### config.mk
export PLATFORM = sky130hd
export DESIGN_NAME = rtc_bus_scheduler
export DESIGN_NICKNAME = d
export VERILOG_FILES = /design/src/rtl/rtc_bus_scheduler.sv
export SDC_FILE = /design/constraint.sdc
export NUM_CORES = 1
export LEC_CHECK = 0
export CAP_MARGIN = 10
export CORE_MARGIN = 4
export CORE_UTILIZATION = 36
export CTS_BUF_LIST = sky130_fd_sc_hd__clkbuf_8
export DETAILED_ROUTE_END_ITERATION = 7
export GPL_ROUTABILITY_DRIVEN = 0
export HOLD_SLACK_MARGIN = 0.02
export PLACE_DENSITY = 0.52
export SETUP_SLACK_MARGIN = 0.05
export SLEW_MARGIN = 10
export SYNTH_ARGS = -nofsm -noshare
export SYNTH_HDL_FRONTEND = slang
export SYNTH_SLANG_ARGS = --single-unit
### constraint.sdc
create_clock -name clk -period 3.5 [get_ports clk]
set_input_delay 0.875 -clock clk [delete_from_list [all_inputs] [get_ports clk]]
set_output_delay 0.875 -clock clk [all_outputs]
set_load 0.05 [all_outputs]
### src/rtl/rtc_bus_scheduler.sv
// rtc_bus_scheduler
//   Shares one RTC bus-cycle engine among three burst sources: user write-all,
//   user read-all and a periodic refresh read. Each burst is an ordered series of
//   single-register transactions, launched one at a time over eng_start/eng_done.
//
// Ports
//   clk, reset      clock, asynchronous active-high reset
//   wr_req, rd_req  level burst requests, held until the matching ack
//   wr_ack, rd_ack  one-cycle pulse when a user burst finishes or aborts
//   refresh_done    one-cycle pulse when a refresh burst finishes or aborts
//   eng_start       one-cycle pulse launching one engine transaction
//   eng_w_r         transaction type (1 = write, 0 = read), valid while busy
//   eng_done        one-cycle completion pulse from the engine
//   reg_idx         register index of the current transaction, valid while busy
//   busy            high from burst acceptance through the ack cycle
//   timeout_err     sticky watchdog abort flag, cleared when a burst is accepted
module rtc_bus_scheduler #(
    parameter int unsigned N_REGS         = 10,
    parameter int unsigned IDX_W          = 4,
    parameter int unsigned REFRESH_CYCLES = 100000,
    parameter int unsigned TIMEOUT        = 64
) (
    input  logic             clk,
    input  logic             reset,
    input  logic             wr_req,
    input  logic             rd_req,
    output logic             wr_ack,
    output logic             rd_ack,
    output logic             refresh_done,
    output logic             eng_start,
    output logic             eng_w_r,
    input  logic             eng_done,
    output logic [IDX_W-1:0] reg_idx,
    output logic             busy,
    output logic             timeout_err
);

    localparam int unsigned RT_W = $clog2(REFRESH_CYCLES);
    localparam int unsigned WD_W = $clog2(TIMEOUT);

    localparam logic [IDX_W-1:0] IDX_CMD     = IDX_W'(N_REGS - 1);
    localparam logic [IDX_W-1:0] IDX_LAST_RD = IDX_W'(N_REGS - 2);
    localparam logic [RT_W-1:0]  RT_MAX      = RT_W'(REFRESH_CYCLES - 1);
    // Compared before the increment, so the abort fires as the count reaches TIMEOUT-1.
    localparam logic [WD_W-1:0]  WD_LIMIT    = WD_W'(TIMEOUT - 2);

    typedef enum logic [1:0] {StIdle, StIssue, StWait, StDone} state_e;
    typedef enum logic [1:0] {KindWr, KindRd, KindRf} kind_e;

    state_e            state_q;
    kind_e             kind_q;
    logic [RT_W-1:0]   rt_cnt_q;
    logic              refresh_pending_q;
    logic [WD_W-1:0]   wdog_q;

    logic              tick;
    logic              rd_accept;
    logic              last_xfer;
    logic [IDX_W-1:0]  next_idx;

    assign tick      = (rt_cnt_q == RT_MAX);
    // A user read also satisfies a pending refresh, so both kinds clear it.
    assign rd_accept = (state_q == StIdle) && !wr_req && (rd_req || refresh_pending_q);
    assign last_xfer = (kind_q == KindWr) ? (reg_idx == IDX_CMD) : (reg_idx == IDX_LAST_RD);
    // Read bursts start at the command register, then wrap to 0.
    assign next_idx  = (kind_q != KindWr && reg_idx == IDX_CMD) ? '0 : reg_idx + IDX_W'(1);

    always_ff @(posedge clk or posedge reset) begin
        if (reset) begin
            state_q           <= StIdle;
            kind_q            <= KindWr;
            rt_cnt_q          <= '0;
            refresh_pending_q <= 1'b0;
            wdog_q            <= '0;
            wr_ack            <= 1'b0;
            rd_ack            <= 1'b0;
            refresh_done      <= 1'b0;
            eng_start         <= 1'b0;
            eng_w_r           <= 1'b0;
            reg_idx           <= '0;
            busy              <= 1'b0;
            timeout_err       <= 1'b0;
        end else begin
            rt_cnt_q     <= tick ? '0 : rt_cnt_q + RT_W'(1);
            eng_start    <= 1'b0;
            wr_ack       <= 1'b0;
            rd_ack       <= 1'b0;
            refresh_done <= 1'b0;

            // Set wins over clear; repeated ticks collapse into one pending flag.
            if (tick) begin
                refresh_pending_q <= 1'b1;
            end else if (rd_accept) begin
                refresh_pending_q <= 1'b0;
            end

            case (state_q)
                StIdle: begin
                    if (wr_req || rd_req || refresh_pending_q) begin
                        state_q     <= StIssue;
                        busy        <= 1'b1;
                        eng_start   <= 1'b1;
                        eng_w_r     <= 1'b1;
                        timeout_err <= 1'b0;
                        if (wr_req) begin
                            kind_q  <= KindWr;
                            reg_idx <= '0;
                        end else begin
                            kind_q  <= rd_req ? KindRd : KindRf;
                            reg_idx <= IDX_CMD;
                        end
                    end
                end
                StIssue: begin
                    state_q <= StWait;
                    wdog_q  <= '0;
                end
                StWait: begin
                    if (eng_done) begin
                        if (last_xfer) begin
                            state_q      <= StDone;
                            wr_ack       <= (kind_q == KindWr);
                            rd_ack       <= (kind_q == KindRd);
                            refresh_done <= (kind_q == KindRf);
                        end else begin
                            state_q   <= StIssue;
                            eng_start <= 1'b1;
                            reg_idx   <= next_idx;
                            eng_w_r   <= (kind_q == KindWr);
                        end
                    end else if (wdog_q == WD_LIMIT) begin
                        state_q      <= StDone;
                        timeout_err  <= 1'b1;
                        wr_ack       <= (kind_q == KindWr);
                        rd_ack       <= (kind_q == KindRd);
                        refresh_done <= (kind_q == KindRf);
                    end else begin
                        wdog_q <= wdog_q + WD_W'(1);
                    end
                end
                StDone: begin
                    state_q <= StIdle;
                    busy    <= 1'b0;
                    eng_w_r <= 1'b0;
                end
                default: state_q <= StIdle;
            endcase
        end
    end

endmodule

---- Word-level counts from Yosys, hierarchy flattened ----
Index checks and enable logic that the tools add are counted.
operators by class
  add/subtract/negate cells ............... 3
  $mul .................................... 0
  divide/modulo/power cells ............... 0
  $lt $le $gt $ge ......................... 0
  equality and inequality tests ........... 16
  shifts and indexed selects .............. 0
  muxes and demuxes ....................... 45
  bitwise logic cells ..................... 0
  reduce and logical (&&, ||, !) cells .... 22
operator list
  operator               number
  $mux 1                 24
  $mux 4                 5
  $add 17x1->17 const B  1
  $eq 17x17->1 const B   1
  $mux 17                1
  $mux 2                 6
  $mux 6                 2
  $pmux 6 s2             1
  $reduce_and 4->1       3
  $ne 2x2->1 const B     5
  $reduce_bool 2->1      5
  $eq 4x4->1 const B     2
  $pmux 2 s4             1
  $pmux 4 s2             1
  $add 6x1->6 const B    1
  $eq 2x2->1 const B     3
  $eq 6x6->1 const B     1
  $pmux 1 s2             3
  $reduce_and 2->1       3
  $add 4x1->4 const B    1
  $eq 2x1->1 const B     2
  $logic_not 2->1        2
  $logic_and 1x1->1      3
  $logic_or 1x1->1       3
  6 further kinds        6
word-level totals
  bits in registers ....................... 39
  bits in latches ......................... 0
  bits in writable memories ............... 0
  bits in read-only memories .............. 0
  input port bits ......................... 5
  output and inout port bits .............. 11
  logic and storage cells ................. 99
  memories ................................ 0

---- Depth between registers and ports, before layout ----
Gate-level depths: netlist of run 1.
  depth in word-level cells ............... 6
  gate-level depth with buffers ........... 6

---- Least setup slack after synthesis of run 1 ----
No wires, ideal clock.
  kind .................................... in2reg
  start ................................... input wr_req
  end ..................................... register reg_idx[0]
  setup time .............................. 125 ps
  arrival ................................. 1890 ps
  required time ........................... 3375 ps
  path slack .............................. 1485 ps
  cell stages on the path ................. 4
  cell sequence ........................... or4_4 > nand2b_1 > a21oi_2 > mux2_4
between the ends
  word-level cells in the longest chain between the ends .. 4
ends and longest elaborated chain
  item                               line  text
  start: declaration                 25    input logic wr_req,
  $logic_or 1x1->1 (2 in series)     99    if (wr_req || rd_req || refresh_pending_q) begin
  $ne 2x1->1 (no source line)        -
  $reduce_and 4->1 (no source line)  -
  end signal: assignment             128   reg_idx <= next_idx;
  end: declaration                   33    output logic [IDX_W-1:0] reg_idx,
Parallel ways exist; a longest one is shown, timed or not. The select of a mux whose other input is x is not followed.
A chain may end at the register's enable or synchronous reset.

---- Final worst setup path of run 1 ----
  start ................................... register reg_idx[0]
  end ..................................... output reg_idx[0]
No word-level cell between the ends.

==> flow_summary.toml, run 1 <==
[critical_path]
rrSetupSlack_ps = 1620
rr_worst_depth = 4
start_kind = "register"
r2r_start = "state_q[1]"
crit_required_ps = 2620
r2r-end = "reg_idx[0]"
slowest_stage = "clkdlybuf4s50_1"
cp.buffers_inverters = 1
worstPathCellList = "clkdlybuf4s50_1"
critPathMaxFanout = 7
max_stage_delay_ps = 850
critPathKind = "register to primary output"
worstPathArrival_ps = 1620
worstSetupEndpointType = "primary output"
critical-path-top-delay-family = "buffers and inverters"

[synth]
syn_area_um2 = 1940
ys_seq_area_share_pct = 50.4
yosysWarnings = 0
synth-main-ff-cell = "dfrtp_1"
syn-num-nets = 197
synth-seq-cells = 39
synth_top_area_share_pct = 50.4
synthCells = 186
synth_area_per_cell_um2 = 10.4
synth_top_cell_by_area = "dfrtp_1"
synth_enable_flop_cells = 0
ys_top_cells_by_area = "dfrtp_1 (50%), ha_1 (3.9%), xor2_1 (3.2%)"
synthArstFlopShare_pct = 100
ys_types = 46

[grt]
grt_overflow = 0
grt_max_degree = 40
grt_pass1_vias = 1401
antenna_found_initial = 0
grt_use_total_pct = 12.9
grt_pass1_wl_mm = 6.47

[clock_network]
cts.path.max_buffers = 2
cts_setup_buffers = 0
clock_latency_ps = 290
tritoncts = "yes"
hold_buffers = 0
cts-root-buf = "clkbuf_8"
htreeDepth = 2
clkTransAtPathRegs_ps = 80
cts_resized = 0
numClockSinks = 39
cts_buffers = 5

[power_and_ir_drop]
power_mw = 1.53
comb_power_share_pct = 35.0
intPower_mw = 0.931
ir_worst_vdd_v = 0.000315
switching_share_pct = 39.2
pwr-share-seq_pct = 40.4
p_leak_nw = 1.00
clockPowerShare_pct = 24.6
switchingPower_mw = 0.600
pwr_density_cell_nw_per_um2 = 674

[placed_design]
hpwl_mm = 2.64
io_buffers = 15
dp.cells = 267
pre_cts_ws_ps = 875

[job]
cap_violations = 0

[detailed_routing]
wl_per_cell_um = 13.7
route.detailed.drc = 0
drtAntennaViolNets = 0
num_vias = 1426
postRouteWirelength_mm = 3.76
first_iter_violations = 55
dr.pass1.iters = 4
viasPerCell = 5.19

[min_path]
hold_end = "rt_cnt_q[0]"
worstHoldStart = "rt_cnt_q[0]"
whs_path_depth = 1
hold_class = "register to register"

[finish]
nNetsFinal = 215
syn_to_final_growth_pct = 17.3
seqCellArea_um2 = 976
fillers = 470
antenna-diode-count = 0
finalNonFillerCells = 275
drive_gt1_share_pct = 8.29
multi_input_area_um2 = 910

[die]
die_w_um = 81.4
fp-row-count = 26
start_util_pct = 37.5
die_h_um = 81.4
ios = 16
die-area_um2 = 6620
core-area_um2 = 5170

[timing]
max_freq_ghz = 0.401
period_share_pct = 71.2
slew_headroom_pct = 66.3
slew_violations = 0
setup_viol = 0
tightest_slew_ps = 504
min_period_ps = 2490
rsz0062_at_grt = "false"
setup_ws_ps = 1010
final.setup.tns_ps = 0
holdWs_ps = 456
finClkSkew_ps = 7.23
hold_viol = 0

[outcome]
status = "finished, final reports clean"
==> worst max-delay path by stage <==
stage | from | end | slack, ps | cells after the start
after floorplan | wr_req | reg_idx[0] | 1480 | 4
after global placement | wr_req | reg_idx[0] | 930 | 5
after detailed placement | wr_req | reg_idx[0] | 870 | 5
after CTS | reg_idx[0] | reg_idx[0] | 1020 | 1
after global routing | reg_idx[0] | reg_idx[0] | 960 | 1
final | reg_idx[0] | reg_idx[0] | 1010 | 1
==> power groups by stage <==
stage	Clock [mW]	Combinational, mW	Sequential [mW]
finish	0.376	0.536	0.619
global route	0.412	0.586	0.634
global placement	0	0.530	0.621
floorplan	0	0.293	0.711
CTS	0.386	0.540	0.618
detailed placement	0	0.538	0.627
==> final cells by class <==
class                   instances  area share, %
repair buffers                 16           6.93
clock inverters                 3           1.93
multi-input cells             134           40.0
well taps                      70           3.85
flip-flops and latches         39           42.9
inverters                       8           1.32
clock buffers                   5           3.03
==> through the flow <==
step                      util (%)  cell area, um^2
final                         44.0             2270
after global routing          44.0             2270
after CTS                     44.0             2270
after detailed placement      41.8             2160
after global placement        41.8             2160
after floorplan                  -             1940
==> synthesized netlist by cell type (all sizes together), types with 2 or more instances <==
| cell type | n |
|---|---|
| dfrtp | 39 |
| nand2 | 15 |
| nor2 | 15 |
| nand3 | 9 |
| inv | 8 |
| nand4 | 8 |
| o21ai | 8 |
| xor2 | 7 |
| a21oi | 6 |
| and3 | 6 |
| ha | 6 |
| xnor2 | 6 |
| mux2i | 5 |
| clkbuf | 4 |
| nor2b | 4 |
| nand2b | 3 |
| nor3b | 3 |
| and2 | 2 |
| and4 | 2 |
| nand3b | 2 |
| nor3 | 2 |
| nor4bb | 2 |
| o21a | 2 |
| o31ai | 2 |
| or3 | 2 |
==> layout by cell type (no fill, tap or decap), types with 3 or more instances in the layout <==
cell type,Yosys,routed
a21oi_1,5,5
and3_1,5,5
clkbuf_8,0,5
clkdlybuf4s50_1,0,15
dfrtp_1,39,39
ha_1,6,6
inv_1,8,8
mux2i_1,5,5
nand2_1,15,15
nand2b_1,3,3
nand3_1,9,9
nand4_1,8,8
nor2_1,15,15
nor2b_1,4,4
o21ai_0,8,8
xnor2_1,6,6
xor2_1,7,7
==> registers in the layout (all words and copies together) (netlist names) <==
name               flops
rt_cnt_q              17
wdog_q                 6
reg_idx                4
kind_q                 2
state_q                2
busy                   1
eng_start              1
eng_w_r                1
rd_ack                 1
refresh_done           1
refresh_pending_q      1
timeout_err            1
wr_ack                 1
==> kinds of logic after synthesis <==
| family | after synthesis | share of synthesized area [%] |
|---|---|---|
| AO/OA/AOI/OAI | 31 | 11.4 |
| XOR/XNOR | 13 | 5.87 |
| adder cells (fa/ha/maj) | 6 | 3.87 |
| buffers and inverters | 13 | 2.71 |
| flip-flops | 39 | 50.4 |
| multiplexers | 6 | 3.36 |
| AND/OR/NAND/NOR | 78 | 22.5 |
==> metal layers <==
metal | routed length [um] | vias up | part of all wire, % | global-route usage [%]
met4 | 70 | 0 | 1.9 | 5.74
met5 | 0 | - | 0 | 0
met2 | 1790 | 48 | 48 | 20.7
li1 | - | 707 | - | -
met1 | 1670 | 662 | 45 | 16.2
met3 | 223 | 9 | 5.9 | 3.33
No activity file was read; power rests on OpenSTA's default activity.
==> run 2, diff against run 1 <==
==> constraint.sdc (replaced) <==
create_clock -name clk -period 2.42 [get_ports clk]
set_input_delay 0.605 -clock clk [delete_from_list [all_inputs] [get_ports clk]]
set_output_delay 0.605 -clock clk [all_outputs]
set_load 0.05 [all_outputs]
==> flow_summary.toml, run 2 (synthesis results as in run 1) <==
[clock_network]
cts_setup_buffers = 0
clock_latency_ps = 290
htreeDepth = 2
numClockSinks = 39
cts_resized = 0
tritoncts = "yes"
hold_buffers = 0
cts.path.max_buffers = 2
cts-root-buf = "clkbuf_8"
cts_buffers = 5
clkTransAtPathRegs_ps = 80

[grt]
grt_pass1_vias = 1454
grt_use_total_pct = 13.0
antenna_found_initial = 0
grt_overflow = 0
grt_pass1_wl_mm = 6.58
grt_max_degree = 40

[timing]
slew_headroom_pct = 66.4
hold_viol = 0
period_share_pct = 90.4
final.setup.tns_ps = 0
rsz0062_at_grt = "false"
setup_ws_ps = 231
min_period_ps = 2190
slew_violations = 0
setup_viol = 0
tightest_slew_ps = 503
finClkSkew_ps = 9.45
max_freq_ghz = 0.457

[critical_path]
slowest_stage = "clkdlybuf4s50_1"
start_kind = "register"
worstSetupEndpointType = "primary output"
crit_required_ps = 1810
worstPathArrival_ps = 1580
critPathKind = "register to primary output"
max_stage_delay_ps = 840
critPathMaxFanout = 7
cp.buffers_inverters = 1
worstPathCellList = "clkdlybuf4s50_1"
critical-path-top-delay-family = "buffers and inverters"

[finish]
nNetsFinal = 216
fillers = 470
syn_to_final_growth_pct = 16.4
largest_register_ff_count = 17
largest_register = "rt_cnt_q"
drive_gt1_share_pct = 8.29
final_cell_mix = "dfrtp_1 (39), nand2_1 (15), nor2_1 (15), clkdlybuf4s50_1 (15), nand3_1 (9)"
final_area_um2 = 2260
seqCellArea_um2 = 976
antenna-diode-count = 0
multi_input_area_um2 = 910
reg_top3 = "rt_cnt_q: 17 flops, wdog_q: 6 flops, reg_idx: 4 flops"
layout_commonest_cell = "dfrtp_1"

[power_and_ir_drop]
power_mw = 2.12
ir_worst_vdd_v = 0.000319
comb_power_share_pct = 36.9
p_leak_nw = 0.996
switching_share_pct = 39.9
clockPowerShare_pct = 20.9
pwr_density_cell_nw_per_um2 = 938
intPower_mw = 1.27
pwr-share-seq_pct = 42.2
switchingPower_mw = 0.844

[outcome]
status = "finished, final reports clean"

[die]
fp-row-count = 26
core-area_um2 = 5170
die_w_um = 81.4
die-area_um2 = 6620
start_util_pct = 37.5
ios = 16
die_h_um = 81.4

[min_path]
hold_class = "register to register"

[detailed_routing]
drtAntennaViolNets = 0
num_vias = 1407
route.detailed.drc = 0
wl_per_cell_um = 13.7
dr.pass1.iters = 4
first_iter_violations = 89
postRouteWirelength_mm = 3.76
viasPerCell = 5.12

[placed_design]
pre_cts_ws_ps = 89.8
io_buffers = 15
placed_area_um2 = 2170
hpwl_mm = 2.65

[job]
cap_violations = 0
## run 2: changes by cell type in the layout (fill, tap and decap cells not counted), sizes merged
cell	before	now
clkinv	2	1
bufinv	1	0
buf	1	2
clkbuf	5	6
## run 2: cell type report
| class | count | area share [%] |
|---|---|---|
| Clock buffer | 6 | 3.66 |
| Inverter | 8 | 1.33 |
| Multi-Input combinational cell | 134 | 40.3 |
| Clock inverter | 1 | 0.222 |
| Sequential cell | 39 | 43.3 |
| Tap cell | 70 | 3.88 |
| Timing Repair Buffer | 17 | 7.32 |
## run 2: worst paths after layout
kind	slack [ps]	to	cells after the start	from
max reg2reg	540	wdog_q[3]	4	state_q[1]
max	230	reg_idx[0]	1	reg_idx[0]
min reg2reg	460	rt_cnt_q[0]	1	rt_cnt_q[0]
max in group asynchronous	1330	refresh_pending_q	3	reset
min	460	rt_cnt_q[0]	1	rt_cnt_q[0]
min in group asynchronous	750	refresh_done	3	reset
## run 2: layer usage
metal,GRT usage [%],wire [um],up-vias
met5,0,0,-
met4,5.57,51,0
met3,4.10,175,6
met2,20.7,1770,31
met1,16.3,1760,665
li1,-,-,705
## run 2: per-stage QoR
step           std cells  hold slack (ps)  util, %
6_report             275              459     43.6
5_1_grt              275              474     43.6
4_1_cts              275              454     43.6
3_5_place_dp         268              444     41.9
3_3_place_gp         268              435     41.9
2_1_floorplan        186              424        -
## run 2: power groups by stage
stage | clock network, mW | logic [mW] | registers [mW]
2_1_floorplan | 0 | 0.423 | 1.03
3_3_place_gp | 0 | 0.776 | 0.898
3_5_place_dp | 0 | 0.781 | 0.901
4_1_cts | 0.457 | 0.784 | 0.888
5_1_grt | 0.487 | 0.856 | 0.912
6_report | 0.443 | 0.780 | 0.892
==> run 3, diff against run 2 <==
--- a/config.mk
+++ b/config.mk
@@ -7,12 +7,12 @@
 export LEC_CHECK = 0
 export CAP_MARGIN = 10
 export CORE_MARGIN = 4
-export CORE_UTILIZATION = 36
+export CORE_UTILIZATION = 59
 export CTS_BUF_LIST = sky130_fd_sc_hd__clkbuf_8
 export DETAILED_ROUTE_END_ITERATION = 7
 export GPL_ROUTABILITY_DRIVEN = 0
 export HOLD_SLACK_MARGIN = 0.02
-export PLACE_DENSITY = 0.52
+export PLACE_DENSITY = 0.79
 export SETUP_SLACK_MARGIN = 0.05
 export SLEW_MARGIN = 10
 export SYNTH_ARGS = -nofsm -noshare
==> constraint.sdc (replaced) <==
create_clock -name clk -period 2.21 [get_ports clk]
set_input_delay 0.5525 -clock clk [delete_from_list [all_inputs] [get_ports clk]]
set_output_delay 0.5525 -clock clk [all_outputs]
set_load 0.05 [all_outputs]
==> flow_summary.toml, run 3 (synthesis results as in run 1) <==
[outcome]
status = "finished, final reports clean"

[critical_path]
r2r-end = "reg_idx[0]"
r2r_start = "reg_idx[0]"
worstPathArrival_ps = 1560
rr_worst_depth = 6
crit_required_ps = 1660
critPathKind = "register to primary output"
critPathMaxFanout = 6
slowest_stage = "clkdlybuf4s50_1"
worstSetupEndpointType = "primary output"
cp.buffers_inverters = 1
crit_cells = 1
worstPathCellList = "clkdlybuf4s50_1"
max_stage_delay_ps = 830
start_kind = "register"
rrSetupSlack_ps = 460
critical-path-top-delay-family = "buffers and inverters"

[timing]
min_period_ps = 2110
tightest_slew_ps = 510
period_share_pct = 95.5
rsz0062_at_grt = "false"
final.setup.tns_ps = 0
max_freq_ghz = 0.474
finClkSkew_ps = 9.04
slew_headroom_pct = 65.9
slew_violations = 0
setup_ws_ps = 100
setup_viol = 0
hold_viol = 0

[min_path]
hold_end = "rt_cnt_q[0]"
whs_path_depth = 1
worstHoldStart = "rt_cnt_q[0]"
hold_class = "register to register"

[detailed_routing]
maxUsedRoutingLayer = "met4"
num_vias = 1499
postRouteWirelength_mm = 3.95
route.detailed.drc = 0
dr_wl_met2_mm = 2.00
drtAntennaViolNets = 0
viasPerCell = 5.90
wl_per_cell_um = 15.6
wl_met1_mm = 1.65
dr.pass1.iters = 4
first_iter_violations = 175
dr_wl_met3_um = 222

[finish]
nNetsFinal = 220
layout_commonest_cell = "dfrtp_1"
fillers = 248
largest_register_ff_count = 17
syn_to_final_growth_pct = 16.0
final_cell_mix = "dfrtp_1 (39), nand2_1 (15), nor2_1 (15)"
drive_gt1_share_pct = 10.5
reg_top3 = "rt_cnt_q: 17 flops, wdog_q: 6 flops, reg_idx: 4 flops"
largest_register = "rt_cnt_q"
antenna-diode-count = 0

[power_and_ir_drop]
pwr-share-seq_pct = 41.2
clockPowerShare_pct = 20.1
switching_share_pct = 41.1
comb_power_share_pct = 38.7
intPower_mw = 1.38
ir_worst_vdd_v = 0.000495
pwr_density_cell_nw_per_um2 = 1040
switchingPower_mw = 0.963
p_leak_nw = 1.02

[clock_network]
cts-root-buf = "clkbuf_8"
htreeDepth = 2
hold_buffers = 0
clkTransAtPathRegs_ps = 80
numClockSinks = 39
clock_latency_ps = 300
cts.path.max_buffers = 2
cts_setup_buffers = 0
cts_buffers = 5
tritoncts = "yes"

[placed_design]
pre_cts_ws_ps = 54.9
io_buffers = 15
hpwl_mm = 2.87

[grt]
grt_use_total_pct = 20.3
grt_overflow = 0
grt_pass1_vias = 1462
grt_pass1_wl_mm = 6.59
antenna_found_initial = 0
grt_max_degree = 40

[die]
fp-row-count = 20
die_h_um = 65.3
start_util_pct = 62.5
ios = 16
die_w_um = 65.3
core-area_um2 = 3100
die-area_um2 = 4270

[job]
cap_violations = 0
## run 3: per-stage QoR
| step | power [mW] | cell area [um^2] | instances | util (%) | hold WS [ps] |
|---|---|---|---|---|---|
| after floorplan | 1.59 | 1940 | 186 | - | 424 |
| after global placement | 1.83 | 2170 | 246 | 69.8 | 438 |
| after detailed placement | 1.88 | 2170 | 246 | 69.8 | 446 |
| after CTS | 2.34 | 2250 | 254 | 72.5 | 456 |
| after global routing | 2.48 | 2250 | 254 | 72.5 | 491 |
| final | 2.34 | 2250 | 254 | 72.5 | 454 |
## run 3: layout make-up
| type | instances | area (um^2) | area share [%] |
|---|---|---|---|
| clock buffers | 5 | 68.8 | 3.06 |
| clock inverters | 3 | 15.0 | 0.668 |
| inverters | 8 | 30.0 | 1.34 |
| multi-input cells | 134 | 910 | 40.5 |
| flip-flops and latches | 39 | 976 | 43.4 |
| well taps | 44 | 55.1 | 2.45 |
| repair buffers | 21 | 194 | 8.63 |
## run 3: power groups by stage
| stage | logic [mW] | registers, mW | clock network, mW |
|---|---|---|---|
| after floorplan | 0.464 | 1.13 | 0 |
| after global placement | 0.871 | 0.964 | 0 |
| after detailed placement | 0.904 | 0.977 | 0 |
| after CTS | 0.901 | 0.964 | 0.478 |
| after global routing | 0.971 | 0.987 | 0.521 |
| final | 0.905 | 0.965 | 0.472 |
## run 3: worst max-delay path by stage
stage / startpoint / end / slack [ps]
finish: reg_idx[2] / reg_idx[2] / 100
global route: reg_idx[2] / reg_idx[2] / 50
CTS: reg_idx[2] / reg_idx[2] / 100
detailed placement: eng_done / reg_idx[0] / 50
floorplan: reg_idx[1] / reg_idx[0] / 300
global placement: wr_req / reg_idx[0] / 110
## run 3: metal layers
layer / vias up / global-route usage [%]
met1: 726 / 23.2
met4: 0 / 9.07
met3: 10 / 5.64
li1: 712 / -
met5: - / 0
met2: 51 / 35.3
## run 3: timing repair
| item | in CTS | in global routing |
|---|---|---|
| resized for setup | 1 | 0 |
| endpoints found under the hold margin | 0 | 0 |
| setup endpoints to repair | 1 | 0 |
